## src/rtl/rename_unit_pkg.sv

```systemverilog
// Shared rename types: architectural register space and the per-lane
// renamed-operand bundle used by rename, dispatch and the ROB.
package rename_unit_pkg;

    localparam int NUM_AREGS = 32;
    localparam int AREG_BITS = 5;
    localparam int PHYS_REG_BITS = 6;

    typedef logic [AREG_BITS-1:0] areg_t;
    typedef logic [PHYS_REG_BITS-1:0] preg_t;

    typedef struct packed {
        preg_t rs1;
        preg_t rs2;
        preg_t rd;
        preg_t old;
    } rename_lane_t;

endpackage

```

## src/rtl/rename_unit_free_list.sv

```systemverilog
// Circular physical-register free list with a speculative pop head,
// a committed head for flush recovery, and an in-order push tail.
module rename_unit_free_list
    import rename_unit_pkg::*;
#(
    parameter int WIDTH = 2,
    parameter int NUM_PREGS = 64,
    localparam int PREG_BITS = $clog2(NUM_PREGS),
    localparam int FL_DEPTH = NUM_PREGS - NUM_AREGS,
    localparam int CNT_W = $clog2(WIDTH + 1)
) (
    input  logic                            clk,
    input  logic                            rst_n,
    input  logic                            flush,
    input  logic [CNT_W-1:0]                pop_cnt,
    output logic [WIDTH-1:0][PREG_BITS-1:0] pop_paddr,
    input  logic [WIDTH-1:0]                push_v,
    input  logic [WIDTH-1:0][PREG_BITS-1:0] push_paddr,
    output logic [PREG_BITS:0]              count
);

    localparam int PTR_W = PREG_BITS + 1;
    localparam int IDX_W = $clog2(FL_DEPTH);
    localparam logic [PTR_W-1:0] DEPTH_P = PTR_W'(FL_DEPTH);

    logic [PREG_BITS-1:0] mem_q [FL_DEPTH];
    logic [PREG_BITS-1:0] mem_d [FL_DEPTH];
    logic [PTR_W-1:0]     spec_head_q;
    logic [PTR_W-1:0]     spec_head_d;
    logic [PTR_W-1:0]     commit_head_q;
    logic [PTR_W-1:0]     commit_head_d;
    logic [PTR_W-1:0]     tail_q;
    logic [PTR_W-1:0]     tail_d;
    logic [CNT_W-1:0]     npush;

    function automatic logic [IDX_W-1:0] slot(input logic [PTR_W-1:0] p);
        return IDX_W'(p % DEPTH_P);
    endfunction

    // Every committed lane both frees its old register and retires one pop.
    always_comb begin
        mem_d = mem_q;
        npush = '0;
        for (int i = 0; i < WIDTH; i++) begin
            if (push_v[i]) begin
                mem_d[slot(tail_q + PTR_W'(npush))] = push_paddr[i];
                npush = npush + CNT_W'(1);
            end
        end
        tail_d = tail_q + PTR_W'(npush);
        commit_head_d = commit_head_q + PTR_W'(npush);
        spec_head_d = flush ? commit_head_d
                            : spec_head_q + PTR_W'(pop_cnt);
    end

    always_comb begin
        for (int k = 0; k < WIDTH; k++) begin
            pop_paddr[k] = mem_q[slot(spec_head_q + PTR_W'(k))];
        end
    end

    assign count = tail_q - spec_head_q;

    always_ff @(posedge clk or negedge rst_n) begin
        if (!rst_n) begin
            for (int i = 0; i < FL_DEPTH; i++) begin
                mem_q[i] <= PREG_BITS'(NUM_AREGS + i);
            end
            spec_head_q   <= '0;
            commit_head_q <= '0;
            tail_q        <= DEPTH_P;
        end else begin
            mem_q         <= mem_d;
            spec_head_q   <= spec_head_d;
            commit_head_q <= commit_head_d;
            tail_q        <= tail_d;
        end
    end

    a_no_overflow: assert property (
        @(posedge clk) disable iff (!rst_n) count <= DEPTH_P);
    a_no_underflow: assert property (
        @(posedge clk) disable iff (!rst_n) PTR_W'(pop_cnt) <= count);

endmodule

```

## src/rtl/rename_unit.sv

```systemverilog
// WIDTH-wide register rename: speculative RAT, retirement RAT, intra-group
// bypass, commit-driven register release and single-cycle flush recovery.
module rename_unit
    import rename_unit_pkg::*;
#(
    parameter int WIDTH = 2,
    parameter int NUM_PREGS = 64,
    localparam int PREG_BITS = $clog2(NUM_PREGS),
    localparam int FL_DEPTH = NUM_PREGS - NUM_AREGS
) (
    input  logic                            clk,
    input  logic                            rst_n,
    input  logic                            in_valid,
    input  logic [WIDTH-1:0]                in_lane_v,
    input  logic [WIDTH-1:0][AREG_BITS-1:0] in_rd,
    input  logic [WIDTH-1:0][AREG_BITS-1:0] in_rs1,
    input  logic [WIDTH-1:0][AREG_BITS-1:0] in_rs2,
    output logic                            in_ready,
    output logic                            out_valid,
    output logic [WIDTH-1:0]                out_lane_v,
    output logic [WIDTH-1:0][PREG_BITS-1:0] out_rs1_paddr,
    output logic [WIDTH-1:0][PREG_BITS-1:0] out_rs2_paddr,
    output logic [WIDTH-1:0][PREG_BITS-1:0] out_rd_paddr,
    output logic [WIDTH-1:0][PREG_BITS-1:0] out_old_paddr,
    input  logic                            out_ready,
    input  logic [WIDTH-1:0]                commit_v,
    input  logic [WIDTH-1:0][AREG_BITS-1:0] commit_rd,
    input  logic [WIDTH-1:0][PREG_BITS-1:0] commit_paddr,
    input  logic [WIDTH-1:0][PREG_BITS-1:0] commit_old_paddr,
    input  logic                            flush,
    output logic [PREG_BITS:0]              fl_count
);

    localparam int CNT_W = $clog2(WIDTH + 1);
    localparam int PTR_W = PREG_BITS + 1;

    logic [PREG_BITS-1:0] rat_q  [NUM_AREGS];
    logic [PREG_BITS-1:0] rat_d  [NUM_AREGS];
    logic [PREG_BITS-1:0] rrat_q [NUM_AREGS];
    logic [PREG_BITS-1:0] rrat_d [NUM_AREGS];

    logic                            out_valid_q, out_valid_d;
    logic [WIDTH-1:0]                out_lane_v_q, out_lane_v_d;
    logic [WIDTH-1:0][PREG_BITS-1:0] out_rs1_q, out_rs1_d;
    logic [WIDTH-1:0][PREG_BITS-1:0] out_rs2_q, out_rs2_d;
    logic [WIDTH-1:0][PREG_BITS-1:0] out_rd_q, out_rd_d;
    logic [WIDTH-1:0][PREG_BITS-1:0] out_old_q, out_old_d;

    logic [WIDTH-1:0]                need_v;
    logic [CNT_W-1:0]                need_cnt;
    logic [WIDTH-1:0][PREG_BITS-1:0] rs1_p, rs2_p, rd_p, old_p;
    logic [WIDTH-1:0][PREG_BITS-1:0] fl_pop_paddr;
    logic [WIDTH-1:0]                fl_push_v;
    logic [CNT_W-1:0]                fl_pop_cnt;
    logic                            accept;

    // Later lanes see earlier lanes' new mappings; the youngest writer wins.
    always_comb begin
        need_v   = '0;
        need_cnt = '0;
        rs1_p    = '0;
        rs2_p    = '0;
        rd_p     = '0;
        old_p    = '0;
        for (int i = 0; i < WIDTH; i++) begin
            need_v[i] = in_lane_v[i] && (in_rd[i] != '0);
            rs1_p[i]  = rat_q[in_rs1[i]];
            rs2_p[i]  = rat_q[in_rs2[i]];
            if (need_v[i]) begin
                old_p[i] = rat_q[in_rd[i]];
                rd_p[i]  = fl_pop_paddr[need_cnt];
            end
            for (int k = 0; k < i; k++) begin
                if (need_v[k]) begin
                    if (in_rs1[i] == in_rd[k]) rs1_p[i] = rd_p[k];
                    if (in_rs2[i] == in_rd[k]) rs2_p[i] = rd_p[k];
                    if (need_v[i] && in_rd[i] == in_rd[k]) old_p[i] = rd_p[k];
                end
            end
            if (need_v[i]) need_cnt = need_cnt + CNT_W'(1);
        end
    end

    assign in_ready = (~out_valid_q | out_ready)
                    & (fl_count >= PTR_W'(need_cnt))
                    & ~flush;
    assign accept = in_valid & in_ready;
    assign fl_pop_cnt = accept ? need_cnt : '0;

    always_comb begin
        rrat_d    = rrat_q;
        fl_push_v = '0;
        for (int i = 0; i < WIDTH; i++) begin
            if (commit_v[i] && commit_rd[i] != '0) begin
                rrat_d[commit_rd[i]] = commit_paddr[i];
                fl_push_v[i] = 1'b1;
            end
        end
        rat_d = rat_q;
        if (flush) begin
            rat_d = rrat_d;
        end else if (accept) begin
            for (int i = 0; i < WIDTH; i++) begin
                if (need_v[i]) rat_d[in_rd[i]] = rd_p[i];
            end
        end
    end

    always_comb begin
        out_valid_d  = out_valid_q;
        out_lane_v_d = out_lane_v_q;
        out_rs1_d    = out_rs1_q;
        out_rs2_d    = out_rs2_q;
        out_rd_d     = out_rd_q;
        out_old_d    = out_old_q;
        if (flush) begin
            out_valid_d  = 1'b0;
            out_lane_v_d = '0;
        end else if (accept) begin
            out_valid_d  = 1'b1;
            out_lane_v_d = in_lane_v;
            out_rs1_d    = rs1_p;
            out_rs2_d    = rs2_p;
            out_rd_d     = rd_p;
            out_old_d    = old_p;
        end else if (out_ready) begin
            out_valid_d  = 1'b0;
            out_lane_v_d = '0;
        end
    end

    always_ff @(posedge clk or negedge rst_n) begin
        if (!rst_n) begin
            for (int i = 0; i < NUM_AREGS; i++) begin
                rat_q[i]  <= PREG_BITS'(i);
                rrat_q[i] <= PREG_BITS'(i);
            end
            out_valid_q  <= 1'b0;
            out_lane_v_q <= '0;
            out_rs1_q    <= '0;
            out_rs2_q    <= '0;
            out_rd_q     <= '0;
            out_old_q    <= '0;
        end else begin
            rat_q        <= rat_d;
            rrat_q       <= rrat_d;
            out_valid_q  <= out_valid_d;
            out_lane_v_q <= out_lane_v_d;
            out_rs1_q    <= out_rs1_d;
            out_rs2_q    <= out_rs2_d;
            out_rd_q     <= out_rd_d;
            out_old_q    <= out_old_d;
        end
    end

    assign out_valid     = out_valid_q;
    assign out_lane_v    = out_lane_v_q;
    assign out_rs1_paddr = out_rs1_q;
    assign out_rs2_paddr = out_rs2_q;
    assign out_rd_paddr  = out_rd_q;
    assign out_old_paddr = out_old_q;

    rename_unit_free_list #(
        .WIDTH     (WIDTH),
        .NUM_PREGS (NUM_PREGS)
    ) u_free_list (
        .clk        (clk),
        .rst_n      (rst_n),
        .flush      (flush),
        .pop_cnt    (fl_pop_cnt),
        .pop_paddr  (fl_pop_paddr),
        .push_v     (fl_push_v),
        .push_paddr (commit_old_paddr),
        .count      (fl_count)
    );

endmodule
```

## config.mk

```make
export PLATFORM = sky130hd
export DESIGN_NAME = rename_unit
export DESIGN_NICKNAME = d
export VERILOG_FILES = /design/src/rtl/rename_unit_pkg.sv /design/src/rtl/rename_unit_free_list.sv /design/src/rtl/rename_unit.sv
export SDC_FILE = /design/constraint.sdc
export NUM_CORES = 2
export LEC_CHECK = 0
export BUFFER_PORTS_ARGS = -buffer_cell sky130_fd_sc_hd__buf_2
export CAP_MARGIN = 20
export CORE_MARGIN = 3
export CORE_UTILIZATION = 35
export CTS_BUF_LIST = sky130_fd_sc_hd__clkbuf_2
export DETAILED_ROUTE_END_ITERATION = 8
export GPL_ROUTABILITY_DRIVEN = 0
export PLACE_DENSITY = 0.51
export SYNTH_ARGS = -nofsm -noshare
export SYNTH_HDL_FRONTEND = slang
export SYNTH_SLANG_ARGS = --single-unit
```

## constraint.sdc

```tcl
create_clock -name clk -period 6.5 [get_ports clk]
set_input_delay 0.65 -clock clk [delete_from_list [all_inputs] [get_ports clk]]
set_output_delay 0.65 -clock clk [all_outputs]
set_load 0.05 [all_outputs]
```

=== Yosys cells after proc, flatten, opt, wreduce, memory -nomap -nowiden ===
Cells that the tools add are included.

* Bits in registers: 648
* Bits of input ports: 73
* Output and inout port bits: 59
* Logic and storage cells: 254

* Add/subtract/negate cells: 8
* $lt $le $gt $ge: 20
* Eq/ne operators: 3
* Multiplexer cells: 78
* Bitwise gates (word level): 18
* Reduce and logical (&&, ||, !) cells: 18

{| class="wikitable"
|+ Operator list
! kind !! number
|-
| $mux W192 || 10
|-
| $bwmux W192 || 6
|-
| $bmux W6 S5 || 8
|-
| $mux W6 || 34
|-
| $demux W6 S5 || 6
|-
| $ge A6 B6 Y1 const B || 12
|-
| $not A5 Y6 || 12
|-
| $lt A6 B1 Y1 const B || 6
|-
| $add A7 B2 Y7 || 3
|-
| $reduce_bool A5 Y1 || 4
|-
| $eq A5 B5 Y1 || 3
|-
| $mux W2 || 6
|-
| $logic_and A1 B1 Y1 || 11
|-
| $ge A7 B2 Y1 || 1
|-
| $mux W1 || 7
|-
| $mux W7 || 1
|-
| $sub A7 B7 Y7 || 1
|-
| $add A5 B1 Y5 || 1
|-
| $add A5 B1 Y5 const B || 1
|-
| $and A1 B1 Y1 || 3
|-
| $reduce_bool A3 Y1 || 1
|-
| $add A1 B1 Y2 const B || 1
|-
| $add A2 B1 Y2 const B || 1
|-
| $lt A2 B2 Y1 const B || 1
|-
| other kinds (4) || 5
|}

=== Logic depth before layout (Yosys ltp) ===
* Depth in word-level cells: 15
* Depth in mapped cells: 20
* Depth with buffers taken out: 17

=== By module ===
A second synthesis with hierarchy kept.

* Cell total of the unflattened synthesis: 4640
* Area total of the unflattened synthesis: 48242.5 um2

{| class="wikitable"
|+ Modules (own cells, without submodules)
! module !! instances !! cells an instance !! area each (um2) !! seq. area each (um2)
|-
| rename_unit || 1 || 3428 || 33623.5 || 11085.6
|-
| rename_unit_free_list || 1 || 1212 || 14619.0 || 5471.5
|}

=== Worst setup path after synthesis ===
No wires, ideal clock.

* Path kind: input to register
* Start: input in_rd[4] (netlist bit)
* End: register u_free_list.spec_head_q[6]
* Library setup time: 135 ps
* Arrival: 4659 ps
* Required time: 6365 ps
* Slack: 1706 ps
* Cell stages on the path: 20
* Path buffers: 5
* Cell sequence: or3_1 > o31ai_1 > inv_1 > buf_2 > buf_1 > ha_1 > ha_1 > nand2b_1 > a211o_1 > or4_1 > buf_6 > o21ai_2 > buf_4 > buf_4 > nor2_1 > fa_1 > nand3_1 > nor3_1 > xnor2_1 > o21ai_0

* Word-level cells in the longest chain between the ends: 12

{| class="wikitable"
|+ RTL lines
! item !! line !! RTL
|-
| from (decl) || rename_unit.sv:15 || <nowiki>input logic [WIDTH-1:0][AREG_BITS-1:0] in_rd,</nowiki>
|-
| $reduce_bool A5 Y1 * || rename_unit.sv:66 || <nowiki>need_v[i] = in_lane_v[i] && (in_rd[i] != '0);</nowiki>
|-
| $logic_and A1 B1 Y1 * || rename_unit.sv:66 ||
|-
| $mux W1 * || rename_unit.sv:80 || <nowiki>if (need_v[i]) need_cnt = need_cnt + CNT_W'(1);</nowiki>
|-
| $add A2 B1 Y2 || rename_unit.sv:80 ||
|-
| $mux W2 * || rename_unit.sv:80 ||
|-
| $ge A7 B2 Y1 || rename_unit.sv:85 || <nowiki>& (fl_count >= PTR_W'(need_cnt))</nowiki>
|-
| $and A1 B1 Y1 || rename_unit.sv:85 ||
|-
| $and A1 B1 Y1 || rename_unit.sv:86 || <nowiki>& ~flush;</nowiki>
|-
| $and A1 B1 Y1 || rename_unit.sv:87 || <nowiki>assign accept = in_valid & in_ready;</nowiki>
|-
| $mux W2 * || rename_unit.sv:88 || <nowiki>assign fl_pop_cnt = accept ? need_cnt : '0;</nowiki>
|-
| $add A7 B2 Y7 * || rename_unit_free_list.sv:53 || <nowiki>: spec_head_q + PTR_W'(pop_cnt);</nowiki>
|-
| $mux W7 * || rename_unit_free_list.sv:52 || <nowiki>spec_head_d = flush ? commit_head_d</nowiki>
|-
| named net u_free_list.spec_head_d[6] || rename_unit_free_list.sv:29 || <nowiki>logic [PTR_W-1:0] spec_head_d;</nowiki>
|-
| to (signal assigned) || rename_unit_free_list.sv:74 || <nowiki>spec_head_q <= spec_head_d;</nowiki>
|-
| to (decl) || rename_unit_free_list.sv:28 || <nowiki>logic [PTR_W-1:0] spec_head_q;</nowiki>
|}

Mark *: on every way through the listed nets, which the timed path passes. The rest lies on a longest branch.
A chain may end at the register's enable or synchronous reset.

=== Worst setup path in the final report ===
* Start: input in_rd[4] (netlist bit)
* End: output in_ready

* Word-level cells in the longest chain between the ends: 8

{| class="wikitable"
|+ RTL lines
! item !! line !! RTL
|-
| $reduce_bool A5 Y1 * || rename_unit.sv:66 ||
|-
| $logic_and A1 B1 Y1 * || rename_unit.sv:66 ||
|-
| $mux W1 * || rename_unit.sv:80 ||
|-
| $add A2 B1 Y2 || rename_unit.sv:80 ||
|-
| $mux W2 * || rename_unit.sv:80 ||
|-
| $ge A7 B2 Y1 * || rename_unit.sv:85 ||
|-
| $and A1 B1 Y1 * || rename_unit.sv:85 ||
|-
| $and A1 B1 Y1 * || rename_unit.sv:86 ||
|-
| to (decl) || rename_unit.sv:18 || <nowiki>output logic in_ready,</nowiki>
|}

Every way passes the cells marked *; elsewhere a longest branch is shown, timed or not.

==> results.md <==
- Status: completed
- Reg2Reg Launch Point: u_free_list.spec_head_q[0]
- Synth warn: 0
- Worst-Margin Slew: 1.277 ns
- Post-route ant nets: 0
- Max_cap viols: 0
- Core area: 0.1282 mm2
- CTS Buf Count: 179
- # fillers: 12.69k
- Flops & latches, synth: 648
- Area grow syn2layout: 10.85%
- Setup Skew: 0.1377 ns
- Total grt overflow: 0
- Final slew viol count: 0
- Starting Density: 35.44%
- Post-CTS Setup Repair Bufs: 0
- Fmax: 160.4 MHz
- Power Density: 445.3 mW/mm2
- Detailed-route DRC error count: 0
- Final setup viols: 0
- TritonRoute pass-1 iters: 8
- Syn_nets: 4341
- Worst Setup SP: in_rd[4]
- Vias in the first global route: 37.97k
- Wire per inst: 32.26 um
- Fin crit share: 95.91%
- Initial antenna violation count: 8
- H-tree levels: 4
- Final min period: 6.234 ns
- CTS tree: built
- Row count: 131
- WS Path Type: primary input to primary output
- CTS root buf: clkbuf_2
- CP max FO: 34
- Post-synth EDFFs: 0
- Die area: 0.1341 mm2
- Synth Area in Adders: 0.6996%
- Final HPWL DP: 139.0 mm
- Syn Std Cell Area: 0.04543 mm2
- WP data required: 5.85 ns
- Vias per cell: 6.430
- Synth Instances: 4245
- Post-Syn Area per Cell: 10.70 um2
- Post-synthesis sequential area ratio: 36.45%
- Final Core Density: 39.29%
- Total Nets Final: 4470
- Worst-path clk slew: 0.10 ns
- RSZ-0062 raised after global routing: false
- Leading cell type in the layout, fill and taps excluded: mux2i_1
- Clock Path Buffers: 3
- Most frequent cells in the layout: mux2i_1, nand2_1, mux4_2
- Yosys cell types: 84
- Clock latency on the worst-skew pair: 1.65 ns
- Mux cell area share after synthesis: 31.57%
- Compound-Gate Fraction of Synth Area: 14.79%
- Relative slew slack: 14.86%
- Synthesized-area fraction occupied by and/or/nand/nor cells: 11.05%
- Placed cell areas: 0.04722 mm2
- Clk sink count: 648
- WP data arrival: 5.58 ns
- Boundary Pins: 132
- Worst-case vdd ir drop: 0.3708 mV
- Iteration-0 DRC Markers: 5780
- Worst hold start: in_rs2[7]
- Overall Global Routing Usage: 29.26%
- Post-Synth XOR/XNOR Area: 0.7492%
- Final hold vios: 0
- Die W: 366.3 um
- Routed vias: 40.27k
- Layout cell share with drive strength beyond 1: 29.53%
- Post-synth ARST share: 100.0%
- Largest family of logic cells by synthesized area: multiplexers
- Main flop type after synthesis: dfrtp_1
- Crit end category: primary output
- Leakage: 19.95 nW
- Port Buf Inserts: 131
- Worst Setup Start Kind: primary input
- Fin area: 0.05036 mm2
- Largest net degree at the start of global routing: 157
- First-pass GRT wire length: 287.8 mm
- Setup Total Neg Slack: 0 ns
- Die height: 366.3 um
- Worst Hold Class: primary input to flop
- Routed WL: 202.0 mm
final timing paths:
check	slack [ns]	cells after the start	to
worst min register to register	0.38	0	rrat_q[189]
worst max register to register	1.44	9	rat_q[63]
worst min-delay path	0.20	6	out_rs2_paddr[6]
max in group asynchronous	5.05	4	u_free_list.mem_q[187]
worst max-delay path	0.27	15	in_ready
min in group asynchronous	0.40	3	rrat_q[46]
per-stage QoR:
stage | hold WS [ns] | instances | total power, mW | setup slack, ns
floorplan | 0.3544 | 4245 | 14.44 | 1.706
global placement | 0.3599 | 5782 | 18.52 | 1.130
detailed placement | 0.3623 | 5783 | 18.65 | 1.182
CTS | 0.01915 | 6255 | 22.06 | 0.1203
global route | 0.1014 | 6260 | 23.28 | 0.1638
finish | 0.2020 | 6262 | 22.42 | 0.2660
critical path, cell delays in order:
cell and delay, ns:
dlygate4sd3_1 0.55, buf_2 0.25, or3_1 0.48, o31ai_2 0.19
dlygate4sd3_1 0.58, buf_4 0.27, inv_1 0.09, ha_1 0.30
ha_1 0.27, nand2b_1 0.15, a211o_1 0.31, nor4_2 0.46
nand2_4 0.38, and3_1 0.38, buf_2 0.24
synthesized netlist by cell type (55+ instances only):
cell type / number / area [um2]
a21oi_1: 235 / 1176
a221o_1: 121 / 1211
a22oi_1: 94 / 705.7
a32oi_1: 59 / 516.8
buf_1: 55 / 206.5
clkbuf_1: 249 / 934.7
dfrtp_1: 375 / 9384
dfstp_2: 273 / 7173
mux2_2: 83 / 934.7
mux2i_1: 483 / 4835
mux4_2: 380 / 8558
nand2_1: 445 / 1670
nand3_1: 117 / 585.6
nand4_1: 61 / 381.6
nor2_1: 338 / 1269
o21ai_0: 249 / 1246
o21ai_1: 81 / 405.4
sequential cells by signal, summed over array words and instances (netlist names), 7 cells and up:
signal,count
out_old_paddr,12
out_rd_paddr,12
out_rs1_paddr,12
out_rs2_paddr,12
rat_q,192
rrat_q,192
u_free_list.commit_head_q,7
u_free_list.mem_q,192
u_free_list.spec_head_q,7
u_free_list.tail_q,7
cells by family (layout without fill, tap and decap cells):
group | Yosys count | after routing
buffers and inverters | 467 | 749
other | 0 | 6
DFF | 648 | 648
AOI/OAI and AO/OA | 1002 | 1002
and+or+nand+nor | 1120 | 1120
muxes | 947 | 947
xor gates and xnor gates | 38 | 38
adders and majority gates | 23 | 23
what timing repair did:
action	4_1_cts	5_1_grt
setup endpoints to repair	0	1
hold buffers	138	0
endpoints found under the hold margin	1112	0
gates resized for setup	0	1
final cells by class:
class / instances / area, um2 / share of cell area, %
clock buffer: 283 / 1416 / 2.813
inverter: 55 / 206.4 / 0.4100
timing repair buffer: 360 / 2848 / 5.655
sequential: 648 / 16560 / 32.89
clock inverter: 51 / 290.3 / 0.5765
tap: 1729 / 2163 / 4.296
antenna: 6 / 15.01 / 0.02982
multi-input combinational: 3130 / 26860 / 53.33
power by group:
| group | internal (mW) | total [mW] | switching [mW] |
|---|---|---|---|
| sequential | 5.80 | 7.60 | 1.80 |
| combinational | 4.26 | 11.6 | 7.33 |
| clock | 1.25 | 3.23 | 1.98 |
| total | 11.3 | 22.4 | 11.1 |
per-layer routing:
layer / track usage (%) / vias up / wire length [um]
li1: - / 16610 / -
met1: 42.12 / 20380 / 84730
met5: 0 / - / 14
met2: 39.80 / 2776 / 82040
met3: 10.33 / 503 / 26930
met4: 11.23 / 2 / 8326
Note: power is estimated with default switching activity, not from simulation.
